File: config.mk
export PLATFORM = sky130hd
export DESIGN_NAME = display_scheduler_flat
export DESIGN_NICKNAME = d
export VERILOG_FILES = /design/src/rtl/display_scheduler_pkg.sv /design/src/rtl/display_scheduler_if.sv /design/src/rtl/display_scheduler_fifo.sv /design/src/rtl/display_scheduler.sv /design/src/flat_wrapper.sv
export SDC_FILE = /design/constraint.sdc
export NUM_CORES = 1
export LEC_CHECK = 0
export BUFFER_PORTS_ARGS = -buffer_cell sky130_fd_sc_hd__buf_2
export CAP_MARGIN = 20
export CORE_MARGIN = 3
export CORE_UTILIZATION = 40
export DETAILED_ROUTE_END_ITERATION = 6
export SLEW_MARGIN = 40
export SYNTH_ARGS = -nofsm -noshare
export SYNTH_HDL_FRONTEND = slang
export SYNTH_HIERARCHICAL = 1
export SYNTH_SLANG_ARGS = --single-unit
File: constraint.sdc
create_clock -name clock -period 5.8 [get_ports clock]
set_input_delay 0.87 -clock clock [delete_from_list [all_inputs] [get_ports clock]]
set_output_delay 0.87 -clock clock [all_outputs]
set_load 0.05 [all_outputs]
File: src/rtl/display_scheduler_pkg.sv
// Shared types for the trace display scheduler: FSM state encoding, the buffered sample
// layout, and a few CPU opcode values that trace samples commonly carry.
package display_scheduler_pkg;

    typedef enum logic [1:0] {
        IDLE  = 2'd0,
        SHOW  = 2'd1,
        HELD  = 2'd2,
        BLANK = 2'd3
    } disp_sched_state_t;

    typedef struct packed {
        logic [7:0] op_code;
        logic [7:0] r16;
    } trace_sample_t;

    localparam int SAMPLE_W = $bits(trace_sample_t);

    localparam logic [7:0] OP_NOP = 8'h00;
    localparam logic [7:0] OP_LDI = 8'h01;
    localparam logic [7:0] OP_ORI = 8'h02;
    localparam logic [7:0] OP_OUT = 8'h03;

    function automatic int max_cycles(input int a, input int b);
        return (a > b) ? a : b;
    endfunction

endpackage

File: src/rtl/display_scheduler_if.sv
// Bundle between the CPU trace port, the step controls and the 7-segment display.
// The master side is the CPU/control side; the scheduler uses the slave modport.
interface display_scheduler_if;
    logic       sample_valid;
    logic [7:0] sample_op_code;
    logic [7:0] sample_r16;
    logic       sample_ready;
    logic       step_mode;
    logic       step;
    logic       display_enable;
    logic [7:0] op_code;
    logic [7:0] r16;
    logic [7:0] dropped_count;

    modport master (
        output sample_valid,
        output sample_op_code,
        output sample_r16,
        output step_mode,
        output step,
        input  sample_ready,
        input  display_enable,
        input  op_code,
        input  r16,
        input  dropped_count
    );

    modport slave (
        input  sample_valid,
        input  sample_op_code,
        input  sample_r16,
        input  step_mode,
        input  step,
        output sample_ready,
        output display_enable,
        output op_code,
        output r16,
        output dropped_count
    );
endinterface

File: src/rtl/display_scheduler_fifo.sv
// Show-ahead synchronous FIFO buffering trace samples; dout always reflects the head entry.
// Push when full and pop when empty are ignored, so callers may strobe freely.
module display_fifo #(
    parameter int WIDTH = 16,
    parameter int DEPTH = 8
) (
    input  logic             clk,
    input  logic             rst,
    input  logic             push,
    input  logic             pop,
    input  logic [WIDTH-1:0] din,
    output logic [WIDTH-1:0] dout,
    output logic             full,
    output logic             empty
);
    localparam int PW = $clog2(DEPTH);
    localparam int CW = $clog2(DEPTH + 1);

    logic [WIDTH-1:0] mem_q [DEPTH];
    logic [PW-1:0]    wr_ptr_q, wr_ptr_d;
    logic [PW-1:0]    rd_ptr_q, rd_ptr_d;
    logic [CW-1:0]    count_q, count_d;
    logic             do_push, do_pop;

    assign full    = (count_q == CW'(DEPTH));
    assign empty   = (count_q == '0);
    assign do_push = push & ~full;
    assign do_pop  = pop & ~empty;
    assign dout    = mem_q[rd_ptr_q];

    // DEPTH is a power of two, so the pointers wrap naturally.
    always_comb begin
        wr_ptr_d = wr_ptr_q;
        rd_ptr_d = rd_ptr_q;
        count_d  = count_q;
        if (do_push) wr_ptr_d = wr_ptr_q + PW'(1);
        if (do_pop)  rd_ptr_d = rd_ptr_q + PW'(1);
        case ({do_push, do_pop})
            2'b10:   count_d = count_q + CW'(1);
            2'b01:   count_d = count_q - CW'(1);
            default: count_d = count_q;
        endcase
    end

    always_ff @(posedge clk) begin
        if (rst) begin
            wr_ptr_q <= '0;
            rd_ptr_q <= '0;
            count_q  <= '0;
        end else begin
            wr_ptr_q <= wr_ptr_d;
            rd_ptr_q <= rd_ptr_d;
            count_q  <= count_d;
        end
    end

    always_ff @(posedge clk) begin
        if (do_push) mem_q[wr_ptr_q] <= din;
    end

endmodule

File: src/rtl/display_scheduler.sv
// Paces CPU trace samples onto the 7-segment display: timed hold or manual step per entry,
// with a blank gap between entries so repeated values remain visible.
//   state | meaning
//   IDLE  | nothing shown yet, waiting for the first sample
//   SHOW  | entry displayed, hold timer running (auto) or waiting for step
//   HELD  | hold expired with nothing queued, last entry stays visible
//   BLANK | display dark for the gap before the next entry
module display_scheduler
    import display_scheduler_pkg::*;
#(
    parameter int HOLD_CYCLES  = 25_000_000,
    parameter int BLANK_CYCLES = 2_500_000,
    parameter int FIFO_DEPTH   = 8
) (
    input  logic                clock,
    input  logic                reset_s2,
    display_scheduler_if.slave  disp_bus
);
    localparam int TW = $clog2(max_cycles(HOLD_CYCLES, BLANK_CYCLES) + 1);
    localparam logic [TW-1:0] HOLD_LAST  = TW'(HOLD_CYCLES - 1);
    localparam logic [TW-1:0] BLANK_LAST = TW'(BLANK_CYCLES - 1);

    disp_sched_state_t state_q, state_d;
    logic [TW-1:0]     timer_q, timer_d;
    trace_sample_t     shown_q, shown_d;
    logic              enable_q, enable_d;
    logic [7:0]        dropped_q, dropped_d;

    trace_sample_t fifo_din, fifo_dout;
    logic          fifo_push, fifo_pop, fifo_full, fifo_empty;

    assign fifo_din.op_code = disp_bus.sample_op_code;
    assign fifo_din.r16     = disp_bus.sample_r16;
    assign fifo_push        = disp_bus.sample_valid & ~fifo_full;

    display_fifo #(
        .WIDTH (SAMPLE_W),
        .DEPTH (FIFO_DEPTH)
    ) u_fifo (
        .clk   (clock),
        .rst   (reset_s2),
        .push  (fifo_push),
        .pop   (fifo_pop),
        .din   (fifo_din),
        .dout  (fifo_dout),
        .full  (fifo_full),
        .empty (fifo_empty)
    );

    always_comb begin
        state_d  = state_q;
        timer_d  = timer_q;
        shown_d  = shown_q;
        enable_d = enable_q;
        fifo_pop = 1'b0;

        unique case (state_q)
            IDLE: begin
                if (!fifo_empty) begin
                    fifo_pop = 1'b1;
                    shown_d  = fifo_dout;
                    timer_d  = '0;
                    enable_d = 1'b1;
                    state_d  = SHOW;
                end
            end
            SHOW: begin
                // Step mode parks the timer at zero so leaving it restarts a full hold.
                if (disp_bus.step_mode) begin
                    timer_d = '0;
                    if (disp_bus.step && !fifo_empty) begin
                        enable_d = 1'b0;
                        state_d  = BLANK;
                    end
                end else if (timer_q == HOLD_LAST) begin
                    timer_d = '0;
                    if (fifo_empty) begin
                        enable_d = 1'b1;
                        state_d  = HELD;
                    end else begin
                        enable_d = 1'b0;
                        state_d  = BLANK;
                    end
                end else begin
                    timer_d = timer_q + TW'(1);
                end
            end
            HELD: begin
                timer_d = '0;
                if (!fifo_empty && (!disp_bus.step_mode || disp_bus.step)) begin
                    enable_d = 1'b0;
                    state_d  = BLANK;
                end
            end
            BLANK: begin
                if (timer_q == BLANK_LAST) begin
                    timer_d = '0;
                    if (fifo_empty) begin
                        enable_d = 1'b0;
                        state_d  = IDLE;
                    end else begin
                        fifo_pop = 1'b1;
                        shown_d  = fifo_dout;
                        enable_d = 1'b1;
                        state_d  = SHOW;
                    end
                end else begin
                    timer_d = timer_q + TW'(1);
                end
            end
            default: begin
                timer_d  = '0;
                enable_d = 1'b0;
                state_d  = IDLE;
            end
        endcase
    end

    // Full is judged at cycle start, so a same-cycle pop never rescues an overflow push.
    always_comb begin
        dropped_d = dropped_q;
        if (disp_bus.sample_valid && fifo_full && (dropped_q != 8'hFF)) begin
            dropped_d = dropped_q + 8'd1;
        end
    end

    always_ff @(posedge clock) begin
        if (reset_s2) begin
            state_q   <= IDLE;
            timer_q   <= '0;
            shown_q   <= '0;
            enable_q  <= 1'b0;
            dropped_q <= '0;
        end else begin
            state_q   <= state_d;
            timer_q   <= timer_d;
            shown_q   <= shown_d;
            enable_q  <= enable_d;
            dropped_q <= dropped_d;
        end
    end

    assign disp_bus.sample_ready   = ~fifo_full;
    assign disp_bus.display_enable = enable_q;
    assign disp_bus.op_code        = shown_q.op_code;
    assign disp_bus.r16            = shown_q.r16;
    assign disp_bus.dropped_count  = dropped_q;

endmodule

File: src/flat_wrapper.sv
// flat-port wrapper written by rule: the top's interface ports become plain ports
module display_scheduler_flat import display_scheduler_pkg::*;
#(
    parameter int HOLD_CYCLES  = 25_000_000,
    parameter int BLANK_CYCLES = 2_500_000,
    parameter int FIFO_DEPTH   = 8
)
  (clock, reset_s2, disp_bus_sample_valid, disp_bus_sample_op_code, disp_bus_sample_r16, disp_bus_step_mode, disp_bus_step, disp_bus_sample_ready, disp_bus_display_enable, disp_bus_op_code, disp_bus_r16, disp_bus_dropped_count);
  display_scheduler_if disp_bus_i ();
  input  logic clock;
  input  logic reset_s2;
  input wire logic [$bits(disp_bus_i.sample_valid)-1:0] disp_bus_sample_valid;
  input wire logic [$bits(disp_bus_i.sample_op_code)-1:0] disp_bus_sample_op_code;
  input wire logic [$bits(disp_bus_i.sample_r16)-1:0] disp_bus_sample_r16;
  input wire logic [$bits(disp_bus_i.step_mode)-1:0] disp_bus_step_mode;
  input wire logic [$bits(disp_bus_i.step)-1:0] disp_bus_step;
  output wire logic [$bits(disp_bus_i.sample_ready)-1:0] disp_bus_sample_ready;
  output wire logic [$bits(disp_bus_i.display_enable)-1:0] disp_bus_display_enable;
  output wire logic [$bits(disp_bus_i.op_code)-1:0] disp_bus_op_code;
  output wire logic [$bits(disp_bus_i.r16)-1:0] disp_bus_r16;
  output wire logic [$bits(disp_bus_i.dropped_count)-1:0] disp_bus_dropped_count;
  assign disp_bus_i.sample_valid = disp_bus_sample_valid;
  assign disp_bus_i.sample_op_code = disp_bus_sample_op_code;
  assign disp_bus_i.sample_r16 = disp_bus_sample_r16;
  assign disp_bus_i.step_mode = disp_bus_step_mode;
  assign disp_bus_i.step = disp_bus_step;
  assign disp_bus_sample_ready = disp_bus_i.sample_ready;
  assign disp_bus_display_enable = disp_bus_i.display_enable;
  assign disp_bus_op_code = disp_bus_i.op_code;
  assign disp_bus_r16 = disp_bus_i.r16;
  assign disp_bus_dropped_count = disp_bus_i.dropped_count;
  display_scheduler #(.HOLD_CYCLES(HOLD_CYCLES), .BLANK_CYCLES(BLANK_CYCLES), .FIFO_DEPTH(FIFO_DEPTH)) u_core (.clock(clock), .reset_s2(reset_s2), .disp_bus(disp_bus_i));
endmodule
==> flow_summary_export.csv, run 1 <==
group,metric,value,unit
floorplanning,fp.dieW,149,µm
yosys,synthMostInstantiatedCell,"sky130_fd_sc_hd__edfxtp_1",
floorplanning,die_height,149,µm
sta,finalClockSkew,0.0171,ns
yosys,yosys.cell_types.count,62,
yosys,postSynthCellCount,563,
pwr,power.clock.fraction,28.8,%
worst_setup_path,timing.critical_path.arrival,3.60,ns
clock_tree,cts.repair.resized,0,
final_layout,seqCellArea,5150,µm²
final_layout,final_net_count,644,
worst_setup_path,path_cells,"ha_1, and4_4, nand3_1, nor4_1, o21a_1, o41a_1, ha_1, xor2_1, ha_1, a21oi_1, xor2_1, or3_1, a21oi_1",
pwr,share_seq_of_total_power,43.3,%
drt,drt-vias-per-instance,5.32,
pwr,max-vdd-ir-drop,0.000232,V
clock_tree,cts.repair_timing.setup_buffer_count,0,
placement,dp_hpwl,9790,µm
worst_setup_path,cp-end-kind,"register",
sta,fmax,308,MHz
yosys,synth.area.top_cells,"sky130_fd_sc_hd__edfxtp_1 (47%), sky130_fd_sc_hd__dfxtp_1 (16%), sky130_fd_sc_hd__mux4_2 (8.8%)",
yosys,mappedNetlistNets,596,
pwr,share_comb_of_total_power,27.9,%
pwr,leakage,3.22,nW
worst_setup_path,crit_top_cell,"sky130_fd_sc_hd__ha_1",
min_path,hold_class,"register to register",
final_layout,flow.area_growth_from_synthesis,13.0,%
worst_setup_path,cp_max_fo,8,
yosys,postSynthRegisterBits,193,
clock_tree,tritoncts,"yes",
placement,port-buffer-count,46,
floorplanning,die-area,22200,µm²
global_routing,groute.usage.overall,14.7,%
worst_setup_path,timing.critical_path.slowest_cell_delay,0.40,ns
clock_tree,cts.hold.buffers_added,0,
yosys,ys.warnings.count,6,
pwr,power.internal,0.00260,W
sta,timing.final.setup_violations,0,
worst_setup_path,criticalPathCategory,"register to register",
clock_tree,cts_root_buffer,"sky130_fd_sc_hd__clkbuf_16",
worst_setup_path,worst_path_cell_with_the_longest_stage_delay,"sky130_fd_sc_hd__dfxtp_1",
yosys,synth.cell_area,8180,µm²
pwr,power.share.switching,33.6,%
pwr,power_switching,0.00131,W
clock_tree,clkSinkCount,193,
global_routing,first_pass_grt_wire_length,25100,µm
clock_tree,clk_pin_slew,0.07,ns
sta,number_of_pins_with_negative_max_slew_slack_in_the_final_report,0,
sta,final_period_utilization,56.0,%
clock_tree,clkLatencyLatePin,0.42,ns
worst_setup_path,timing.reg2reg.worst_path_depth,13,
placement,routability_congestion,0.781,
worst_setup_path,stages_on_the_worst_setup_path,13,
yosys,synth_largest_area_cell,"sky130_fd_sc_hd__edfxtp_1",
sta,final.setup.tns,0,ns
status,outcome,"completed",
floorplanning,row_count,51,
worst_setup_path,start_kind,"register",
clock_tree,tritoncts.num_buffers,17,
worst_setup_path,crit_family,"simple AND/OR/NAND/NOR gates",
global_routing,pin_count_of_the_biggest_net_entering_global_routing,46,
drt,postRouteWirelength,16000,µm
global_routing,gr-total-overflow,0,
global_routing,first_global_vias,4741,
sta,grt_setup_unrepaired,"false",
drt,num_vias,4732,
yosys,number_of_flops_mapped_to_enable_cells_by_yosys,128,
final_layout,postLayoutCellArea,9240,µm²
final_layout,drive_gt1_share,26.9,%
drt,post-route-drc-count,0,
worst_setup_path,worst-endpoint-required,6.15,ns
yosys,synth_top_cells_by_count,"sky130_fd_sc_hd__edfxtp_1 (128), sky130_fd_sc_hd__dfxtp_1 (65), sky130_fd_sc_hd__nor2_1 (52)",
yosys,synthDominantCellAreaShare,47.0,%
clock_tree,clockBufferDepth,2,
final_layout,multiInputGateArea,2830,µm²
pwr,power_per_cell_area,424,nW/µm²
worst_setup_path,buffering_stage_count_on_the_worst_path_with_inverters_included,0,
global_routing,initial_antenna_violation_count,1,
yosys,post_syn_area_per_cell,14.5,µm²
drt,route.detailed.wl_per_inst,17.9,µm
sta,timing.final.crit_period,3.25,ns
floorplanning,floorplan.core_area,19800,µm²
floorplanning,floorplan.initialDensity,41.3,%
sta,worstMarginPinSlew,0.753,ns
final_layout,nFillCells,1737,
drt,detailedRoute.firstIterationViolations,228,
flow_run,drv.max_cap_violation_count,0,
drt,drtAntennaViolNets,0,
clock_tree,cts_h_tree_lvls,4,
yosys,top_flip_flop_cell_by_instance_count_after_synthesis,"sky130_fd_sc_hd__edfxtp_1",
yosys,async_flop_share,0,%
sta,worst_slew_margin_rel,49.6,%
min_path,hold_path_depth,2,
yosys,synth-seq-area-share,62.9,%
drt,drtPass1Iterations,4,
placement,post_dp_cell_area,8670,µm²
sta,final-hold-violation-count,0,
worst_setup_path,ff2ff_setup_slack,2.55,ns
floorplanning,io_pins,47,
[state kept, by name, indices dropped and copies added, names as in the netlist, named ones only]
| register | cells |
|---|---|
| u_core/disp_bus.display_enable | 1 |
| u_core/disp_bus.dropped_count | 8 |
| u_core/disp_bus.op_code | 8 |
| u_core/disp_bus.r16 | 8 |
| u_core/state_q | 2 |
| u_core/timer_q | 25 |
| u_core/u_fifo/count_q | 4 |
| u_core/u_fifo/mem_q | 128 |
| u_core/u_fifo/rd_ptr_q | 3 |
| u_core/u_fifo/wr_ptr_q | 3 |
[cell type report]
| type | count | share of cell area [%] |
|---|---|---|
| diodes | 1 | 0.0271 |
| multi-input cells | 332 | 30.7 |
| well taps | 265 | 3.59 |
| flip-flops and latches | 193 | 55.8 |
| clock buffers | 18 | 4.65 |
| inverters | 11 | 0.447 |
| repair buffers | 56 | 3.33 |
| clock inverters | 14 | 1.49 |
[worst min-delay path: stages, from the launching register on]
cell                      delay [ns]
sky130_fd_sc_hd__dfxtp_1        0.32
sky130_fd_sc_hd__mux2i_1        0.07
sky130_fd_sc_hd__nor2_1         0.07
[final timing paths]
path	startpoint	end
worst max-delay path	u_core/timer_q[0]	u_core/u_fifo/count_q[2]
worst min register to register	u_core/disp_bus.display_enable	u_core/disp_bus.display_enable
worst max register to register	u_core/timer_q[0]	u_core/u_fifo/count_q[2]
worst min-delay path	u_core/disp_bus.display_enable	u_core/disp_bus.display_enable
[per-stage QoR]
step                      hold WS [ns]  utilization, %  setup slack [ns]  total power [W]  instances
after floorplan                  0.452               -              2.35          0.00260        563
after global placement           0.474            43.7              2.70          0.00280        857
after detailed placement         0.482            43.8              2.57          0.00283        857
after CTS                        0.501            46.7              2.54          0.00397        889
after global routing             0.530            46.7              2.25          0.00411        890
final                            0.489            46.7              2.55          0.00392        890
[cell usage in the layout, fill, tap and decap left out, types with 17 or more instances in the layout]
cell                        Yosys  final
sky130_fd_sc_hd__a31oi_1       18     18
sky130_fd_sc_hd__mux2i_1       21     21
sky130_fd_sc_hd__buf_2          5     45
sky130_fd_sc_hd__edfxtp_1     128    128
sky130_fd_sc_hd__dfxtp_1       65     62
sky130_fd_sc_hd__clkbuf_16      0     17
sky130_fd_sc_hd__mux4_2        32     32
sky130_fd_sc_hd__nand2_1       29     29
sky130_fd_sc_hd__nor2_1        52     52
sky130_fd_sc_hd__mux2_2        17     17
sky130_fd_sc_hd__nand3_1       25     25
[cell families (layout without fill, tap and decap cells)]
family / count (synthesis) / in the layout / share of synthesized area (%)
mux: 70 / 70 / 13.7
simple gates: 172 / 172 / 11.2
other cells: 0 / 1 / 0
fa+ha+maj: 12 / 12 / 1.84
xor+xnor: 16 / 16 / 1.81
flops: 193 / 193 / 62.9
buf+inv: 38 / 99 / 2.80
compound gates: 62 / 62 / 5.68
[layer usage]
layer | routed length (µm) | vias up | GRT usage, % | share of wire [%]
li1 | - | 2258 | - | -
met1 | 7050 | 2385 | 18.4 | 44
met2 | 8270 | 75 | 25.5 | 52
met3 | 460 | 14 | 3.04 | 2.9
met4 | 193 | 0 | 4.90 | 1.2
met5 | 0 | - | 0 | 0
[power groups by stage]
| stage | clock network, W | logic, W | registers, W |
|---|---|---|---|
| global route | 0.00122 | 0.00118 | 0.00172 |
| CTS | 0.00116 | 0.00111 | 0.00170 |
| finish | 0.00113 | 0.00109 | 0.00169 |
| floorplan | 0 | 0.000710 | 0.00189 |
| global placement | 0 | 0.00108 | 0.00172 |
| detailed placement | 0 | 0.00111 | 0.00173 |
Power figures use the tool's default switching activity.
==> run 2, diff against run 1 <==
--- a/config.mk
+++ b/config.mk
@@ -5,6 +5,7 @@
 export SDC_FILE = /design/constraint.sdc
 export NUM_CORES = 1
 export LEC_CHECK = 0
+export ABC_AREA = 1
 export BUFFER_PORTS_ARGS = -buffer_cell sky130_fd_sc_hd__buf_2
 export CAP_MARGIN = 20
 export CORE_MARGIN = 3
==> constraint.sdc (replaced) <==
create_clock -name clock -period 3.07 [get_ports clock]
set_input_delay 0.4605 -clock clock [delete_from_list [all_inputs] [get_ports clock]]
set_output_delay 0.4605 -clock clock [all_outputs]
set_load 0.05 [all_outputs]
==> run 2 against run 1 <==
- clock power rose by 94%
- sequential power rose by 95%
- global-route usage rose by 1.0 points
- synthesized cell count rose by 59%
- hold slack got worse by 0.19 ns
- register-to-register slack got worse by 2.1 ns
- critical path depth rose by 6
- largest power group unchanged
- total power rose by 110%
- largest cell class unchanged
- critical path type unchanged
- synthesized area rose by 8.4%
- first-iteration DRC count rose by 82%
- sequential share of layout area fell by 3.8 points
==> flow_summary_export.csv, run 2 <==
group,metric,value,unit
yosys,ys.warnings.count,6,
worst_setup_path,crit_family,"simple AND/OR/NAND/NOR gates",
global_routing,pin_count_of_the_biggest_net_entering_global_routing,49,
worst_setup_path,timing.critical_path.arrival,2.96,ns
yosys,number_of_flops_mapped_to_enable_cells_by_yosys,128,
sta,number_of_pins_with_negative_max_slew_slack_in_the_final_report,0,
clock_tree,cts.hold.buffers_added,0,
floorplanning,floorplan.initialDensity,41.4,%
sta,final_period_utilization,85.6,%
sta,timing.final.crit_period,2.63,ns
yosys,synth.cell_area,8860,µm²
pwr,leakage,3.51,nW
yosys,top_flip_flop_cell_by_instance_count_after_synthesis,"sky130_fd_sc_hd__edfxtp_1",
min_path,hold_path_depth,1,
global_routing,first_pass_grt_wire_length,29600,µm
floorplanning,io_pins,47,
final_layout,final_net_count,971,
sta,final.setup.tns,0,ns
drt,num_vias,6115,
drt,drtAntennaViolNets,0,
worst_setup_path,buffering_stage_count_on_the_worst_path_with_inverters_included,4,
drt,post-route-drc-count,0,
worst_setup_path,start_kind,"register",
yosys,synthMostInstantiatedCell,"sky130_fd_sc_hd__nand2_1",
worst_setup_path,ff2ff_setup_slack,0.44,ns
clock_tree,clkLatencyLatePin,0.43,ns
yosys,mappedNetlistNets,930,
worst_setup_path,timing.critical_path.slowest_cell_delay,0.37,ns
sta,finalClockSkew,0.0127,ns
global_routing,gr-total-overflow,0,
clock_tree,tritoncts,"yes",
sta,final-hold-violation-count,0,
min_path,hold_class,"input port to register",
placement,port-buffer-count,46,
min_path,min_to,"u_core/u_fifo/mem_q[0][1]",
final_layout,flow.area_growth_from_synthesis,11.8,%
yosys,synth-seq-area-share,58.1,%
drt,drt-vias-per-instance,4.98,
sta,fmax,380,MHz
yosys,post_syn_area_per_cell,9.88,µm²
clock_tree,clk_pin_slew,0.08,ns
drt,route.detailed.wl_per_inst,15.3,µm
final_layout,largestRegisters,"u_core/u_fifo/mem_q x128, u_core/timer_q x25",
clock_tree,clkSinkCount,193,
yosys,synthDominantCellAreaShare,43.4,%
final_layout,layout_common_cells,"sky130_fd_sc_hd__nand2_1 (164), sky130_fd_sc_hd__nor2_1 (128), sky130_fd_sc_hd__edfxtp_1 (128)",
yosys,postSynthCellCount,897,
final_layout,layout.cells.non_filler,1227,
worst_setup_path,worst_path_cell_with_the_longest_stage_delay,"sky130_fd_sc_hd__dfxtp_1",
clock_tree,cts_h_tree_lvls,4,
global_routing,initial_antenna_violation_count,0,
worst_setup_path,cp_max_fo,6,
floorplanning,floorplan.core_area,21400,µm²
final_layout,commonest_non_fill_non_tap_cell_in_the_layout,"sky130_fd_sc_hd__nand2_1",
sta,grt_setup_unrepaired,"false",
worst_setup_path,cp-end-kind,"register",
flow_run,drv.max_cap_violation_count,0,
worst_setup_path,worst-endpoint-required,3.40,ns
yosys,synth_largest_area_cell,"sky130_fd_sc_hd__edfxtp_1",
floorplanning,die_height,155,µm
worst_setup_path,reg2reg_from,"u_core/timer_q[1]",
sta,worst_slew_margin_rel,51.9,%
floorplanning,fp.dieW,155,µm
pwr,power_per_cell_area,825,nW/µm²
floorplanning,row_count,53,
worst_setup_path,criticalPathCategory,"register to register",
drt,detailedRoute.firstIterationViolations,416,
sta,timing.final.setup_violations,0,
final_layout,largest_register_ff_count,128,
worst_setup_path,regToRegEndpoint,"u_core/u_fifo/count_q[2]",
global_routing,groute.usage.overall,15.7,%
clock_tree,clockBufferDepth,2,
clock_tree,cts.repair_timing.setup_buffer_count,0,
yosys,yosys.cell_types.count,47,
sta,worstMarginPinSlew,0.721,ns
yosys,synth.area.top_cells,"sky130_fd_sc_hd__edfxtp_1 (43%), sky130_fd_sc_hd__dfxtp_1 (15%), sky130_fd_sc_hd__nand2_1 (6.9%)",
drt,postRouteWirelength,18800,µm
final_layout,regMostFlops,"u_core/u_fifo/mem_q",
yosys,postSynthRegisterBits,193,
yosys,synth_top_cells_by_count,"sky130_fd_sc_hd__nand2_1 (164), sky130_fd_sc_hd__edfxtp_1 (128), sky130_fd_sc_hd__nor2_1 (128)",
clock_tree,tritoncts.num_buffers,17,
global_routing,first_global_vias,5617,
worst_setup_path,path_cells,"ha_1, nand2_2, inv_2, nand2_2, nor2_2, nand3_4, nor2_1, o21a_1, nand2_1, inv_1, ha_1, nand2_1, inv_1, nor2_1, ha_1, a21oi_1, xnor2_1, o21ai_0, inv_1",
min_path,hp-start,"disp_bus_sample_r16[1]",
status,outcome,"completed",
final_layout,drive_gt1_share,17.2,%
placement,dp_hpwl,11600,µm
clock_tree,cts_root_buffer,"sky130_fd_sc_hd__clkbuf_16",
worst_setup_path,timing.reg2reg.worst_path_depth,19,
pwr,max-vdd-ir-drop,0.000385,V
placement,routability_congestion,0.858,
placement,dpl.cell_count,1194,
clock_tree,cts.repair.resized,0,
drt,drtPass1Iterations,5,
floorplanning,die-area,24000,µm²
yosys,async_flop_share,0,%
-- run 2: report_power, final --
group          switching, W  internal (W)  leakage [nW]
clock               0.00109       0.00109         0.283
sequential         0.000228       0.00307          1.69
combinational       0.00189      0.000805          1.54
-- run 2: kinds of logic (layout without fill, tap and decap cells) --
kind of cell | count (synthesis) | after routing | synth area share [%]
AO/OA/AOI/OAI | 158 | 158 | 9.84
XOR/XNOR | 14 | 14 | 1.38
adder cells (fa/ha/maj) | 12 | 12 | 1.69
buffers and inverters | 99 | 153 | 5.56
flip-flops | 193 | 193 | 58.1
multiplexers | 16 | 16 | 1.81
other | 0 | 1 | 0
AND/OR/NAND/NOR | 405 | 405 | 21.6
-- run 2: layout make-up --
type | count | area [µm²]
Antenna cell | 1 | 2.50
Clock buffer | 17 | 425
Clock inverter | 15 | 160
Fill cell | 1968 | 11500
Inverter | 59 | 225
Multi-Input combinational cell | 605 | 3220
Sequential cell | 193 | 5150
Tap cell | 275 | 344
Timing Repair Buffer | 62 | 383
-- run 2: worst reg2reg max path, cell delays in order (launching register included) --
cell                      delay (ns)
sky130_fd_sc_hd__dfxtp_1        0.37
sky130_fd_sc_hd__ha_1           0.21
sky130_fd_sc_hd__nand2_2        0.07
sky130_fd_sc_hd__inv_2          0.07
sky130_fd_sc_hd__nand2_2        0.07
sky130_fd_sc_hd__nor2_2         0.15
sky130_fd_sc_hd__nand3_4        0.12
sky130_fd_sc_hd__nor2_1         0.11
sky130_fd_sc_hd__o21a_1         0.12
sky130_fd_sc_hd__nand2_1        0.11
sky130_fd_sc_hd__inv_1          0.12
sky130_fd_sc_hd__ha_1           0.23
sky130_fd_sc_hd__nand2_1        0.07
sky130_fd_sc_hd__inv_1          0.07
sky130_fd_sc_hd__nor2_1         0.05
sky130_fd_sc_hd__ha_1           0.17
sky130_fd_sc_hd__a21oi_1        0.14
sky130_fd_sc_hd__xnor2_1        0.09
sky130_fd_sc_hd__o21ai_0        0.14
sky130_fd_sc_hd__inv_1          0.05
-- run 2: worst max path at each step --
stage	startpoint	endpoint	slack, ns	depth (start not counted)
finish	u_core/timer_q[1]	u_core/u_fifo/count_q[2]	0.44	19
detailed placement	u_core/timer_q[1]	u_core/u_fifo/count_q[2]	0.41	19
floorplan	u_core/state_q[0]	u_core/u_fifo/count_q[2]	0.39	16
CTS	u_core/timer_q[1]	u_core/u_fifo/count_q[2]	0.40	19
global route	u_core/timer_q[1]	u_core/u_fifo/count_q[2]	0.15	19
global placement	u_core/timer_q[1]	u_core/u_fifo/count_q[2]	0.52	19
-- run 2: stage by stage --
stage / power [W] / util, % / instance area, µm² / setup slack, ns / hold WS [ns]
floorplan: 0.00547 / - / 8860 / 0.392 / 0.458
global route: 0.00866 / 46.3 / 9910 / 0.152 / 0.287
global placement: 0.00600 / 43.4 / 9300 / 0.522 / 0.455
CTS: 0.00826 / 46.3 / 9910 / 0.401 / 0.277
finish: 0.00818 / 46.3 / 9910 / 0.441 / 0.294
detailed placement: 0.00606 / 43.5 / 9320 / 0.407 / 0.456
-- run 2: layer usage --
layer	global-route usage [%]	part of all wire, %	vias to the layer above
met1	20.5	45	2833
met2	26.3	48	131
met5	0	0	-
met4	4.46	1.5	0
met3	3.50	5.3	20
li1	-	-	3131
==> run 3, diff against run 2 <==
==> constraint.sdc (replaced) <==
create_clock -name clock -period 2.88 [get_ports clock]
set_input_delay 0.144 -clock clock [delete_from_list [all_inputs] [get_ports clock]]
set_output_delay 0.144 -clock clock [all_outputs]
set_load 0.05 [all_outputs]
==> run 3 against run 2 <==
- via count up 0.15%
- sequential share of layout area down 1.0 points
- fmax up 1.3%
- hold slack got worse by 0.24 ns
- sequential power is 6% higher
- cell count rose by 1.2%
- total power increased by 8.1%
- combinational power rose by 6%
- largest power group unchanged
- cell area grew 2.0%
==> flow_summary_export.csv, run 3 (synthesis gave the netlist of run 2 again) <==
group,metric,value,unit
final_layout,flow.area_growth_from_synthesis,14.1,%
clock_tree,tritoncts,"yes",
sta,timing.final.setup_violations,0,
worst_setup_path,timing.critical_path.arrival,2.93,ns
final_layout,postLayoutCellArea,10100,µm²
global_routing,gr-total-overflow,0,
final_layout,drive_gt1_share,17.5,%
placement,post_dp_cell_area,9300,µm²
global_routing,pin_count_of_the_biggest_net_entering_global_routing,49,
global_routing,groute.usage.overall,15.8,%
drt,drtPass1Iterations,5,
pwr,max-vdd-ir-drop,0.000446,V
floorplanning,floorplan.core_area,21400,µm²
drt,drt-vias-per-instance,4.93,
clock_tree,cts_h_tree_lvls,4,
min_path,min_to,"u_core/u_fifo/count_q[0]",
clock_tree,clockBufferDepth,2,
drt,drtAntennaViolNets,0,
floorplanning,die_height,155,µm
worst_setup_path,ff2ff_setup_slack,0.29,ns
sta,fmax,385,MHz
floorplanning,die-area,24000,µm²
clock_tree,clkLatencyLatePin,0.44,ns
flow_run,drv.max_cap_violation_count,0,
global_routing,initial_antenna_violation_count,0,
final_layout,regMostFlops,"u_core/u_fifo/mem_q",
global_routing,first_pass_grt_wire_length,29800,µm
final_layout,diodes_inserted,0,
drt,route.detailed.wl_per_inst,15.0,µm
sta,finalClockSkew,0.0144,ns
final_layout,final_net_count,987,
sta,hold-worst-slack,0.0541,ns
worst_setup_path,worst-endpoint-required,3.22,ns
pwr,leakage,3.59,nW
clock_tree,cts.repair_timing.setup_buffer_count,0,
placement,dp_hpwl,11400,µm
sta,final_period_utilization,90.1,%
floorplanning,fp.dieW,155,µm
min_path,hp-start,"reset_s2",
drt,post-route-drc-count,0,
floorplanning,io_pins,47,
worst_setup_path,reg2reg_from,"u_core/timer_q[1]",
worst_setup_path,cp_max_fo,6,
final_layout,commonest_non_fill_non_tap_cell_in_the_layout,"sky130_fd_sc_hd__nand2_1",
final_layout,largestRegisters,"u_core/u_fifo/mem_q x128, u_core/timer_q x25",
final_layout,layout_common_cells,"sky130_fd_sc_hd__nand2_1 (164), sky130_fd_sc_hd__nor2_1 (128), sky130_fd_sc_hd__edfxtp_1 (128)",
min_path,hold_class,"input port to register",
drt,num_vias,6124,
clock_tree,tritoncts.num_buffers,17,
worst_setup_path,path_cells,"ha_2, nand2_2, inv_2, nand2_2, nor2_2, nand3_4, nor2_1, o21a_1, nand2_1, inv_2, ha_2, nand2_1, inv_1, nor2_1, ha_1, a21oi_1, xnor2_1, o21ai_0, inv_1",
sta,grt_setup_unrepaired,"false",
drt,detailedRoute.firstIterationViolations,345,
worst_setup_path,timing.critical_path.slowest_cell_delay,0.38,ns
sta,final-hold-violation-count,0,
floorplanning,row_count,53,
sta,timing.final.crit_period,2.59,ns
sta,worst_slew_margin_rel,55.2,%
worst_setup_path,start_kind,"register",
status,outcome,"completed",
worst_setup_path,regToRegEndpoint,"u_core/u_fifo/count_q[2]",
placement,port-buffer-count,46,
final_layout,largest_register_ff_count,128,
worst_setup_path,cp-end-kind,"register",
clock_tree,clk_pin_slew,0.09,ns
pwr,power_per_cell_area,874,nW/µm²
worst_setup_path,criticalPathCategory,"register to register",
placement,routability_congestion,0.828,
worst_setup_path,timing.reg2reg.worst_path_depth,19,
sta,worstMarginPinSlew,0.672,ns
drt,postRouteWirelength,18700,µm
sta,final.setup.tns,0,ns
worst_setup_path,worst_path_cell_with_the_longest_stage_delay,"sky130_fd_sc_hd__dfxtp_1",
clock_tree,cts_root_buffer,"sky130_fd_sc_hd__clkbuf_16",
min_path,hold_path_depth,2,
global_routing,first_global_vias,5638,
sta,number_of_pins_with_negative_max_slew_slack_in_the_final_report,0,
pwr,total_power,0.00884,W
clock_tree,clkSinkCount,193,
floorplanning,floorplan.initialDensity,41.4,%
run 3: how the worst max path moves through the flow:
| stage | start | to | slack, ns | depth (start not counted) |
|---|---|---|---|---|
| final | u_core/timer_q[1] | u_core/u_fifo/count_q[2] | 0.29 | 19 |
| after global routing | u_core/timer_q[1] | u_core/u_fifo/count_q[2] | 0.01 | 19 |
| after CTS | u_core/timer_q[0] | u_core/u_fifo/count_q[2] | 0.23 | 19 |
| after detailed placement | u_core/timer_q[1] | u_core/u_fifo/count_q[2] | 0.25 | 19 |
| after global placement | u_core/timer_q[1] | u_core/u_fifo/count_q[2] | 0.30 | 19 |
| after floorplan | u_core/state_q[0] | u_core/u_fifo/count_q[2] | 0.20 | 16 |
run 3: repair_timing:
action / CTS / global route
resized for setup: 0 / 4
hold buffers: 16 / 0
endpoints found under the hold margin: 128 / 0
endpoints found under the setup margin: 0 / 1
run 3: final cells by class:
class	count	area [µm²]
fill	1964	11300
sequential	193	5150
multi-input combinational	605	3230
timing repair buffer	78	523
clock buffer	17	425
tap	275	344
inverter	59	225
clock inverter	15	216
run 3: worst max-delay path, delay by kind of cell (launching register included):
family	cells	cell delay, ns
AND/OR/NAND/NOR	8	0.78
flip-flops	1	0.38
buffers and inverters	4	0.30
AO/OA/AOI/OAI	3	0.40
adder cells (fa/ha/maj)	3	0.58
XOR/XNOR	1	0.08
run 3: per-stage QoR:
step,setup WS [ns],instances,utilization (%)
final,0.286,1242,47.2
after global routing,0.00985,1242,47.2
after CTS,0.233,1242,47.2
after detailed placement,0.252,1194,43.4
after global placement,0.303,1194,43.4
after floorplan,0.202,897,-
run 3: metal layers:
layer | share of wire [%] | vias up | global-route usage [%]
met1 | 47 | 2850 | 21.0
met4 | 1.2 | 0 | 4.33
met2 | 49 | 91 | 26.6
met3 | 3.6 | 17 | 2.97
met5 | 0 | - | 0
li1 | - | 3166 | -
run 3: power breakdown:
part / leakage [nW] / switching [W] / internal (W)
Combinational: 1.60 / 0.00202 / 0.000839
Clock: 0.307 / 0.00127 / 0.00123
Sequential: 1.69 / 0.000216 / 0.00327
Total: 3.59 / 0.00350 / 0.00534
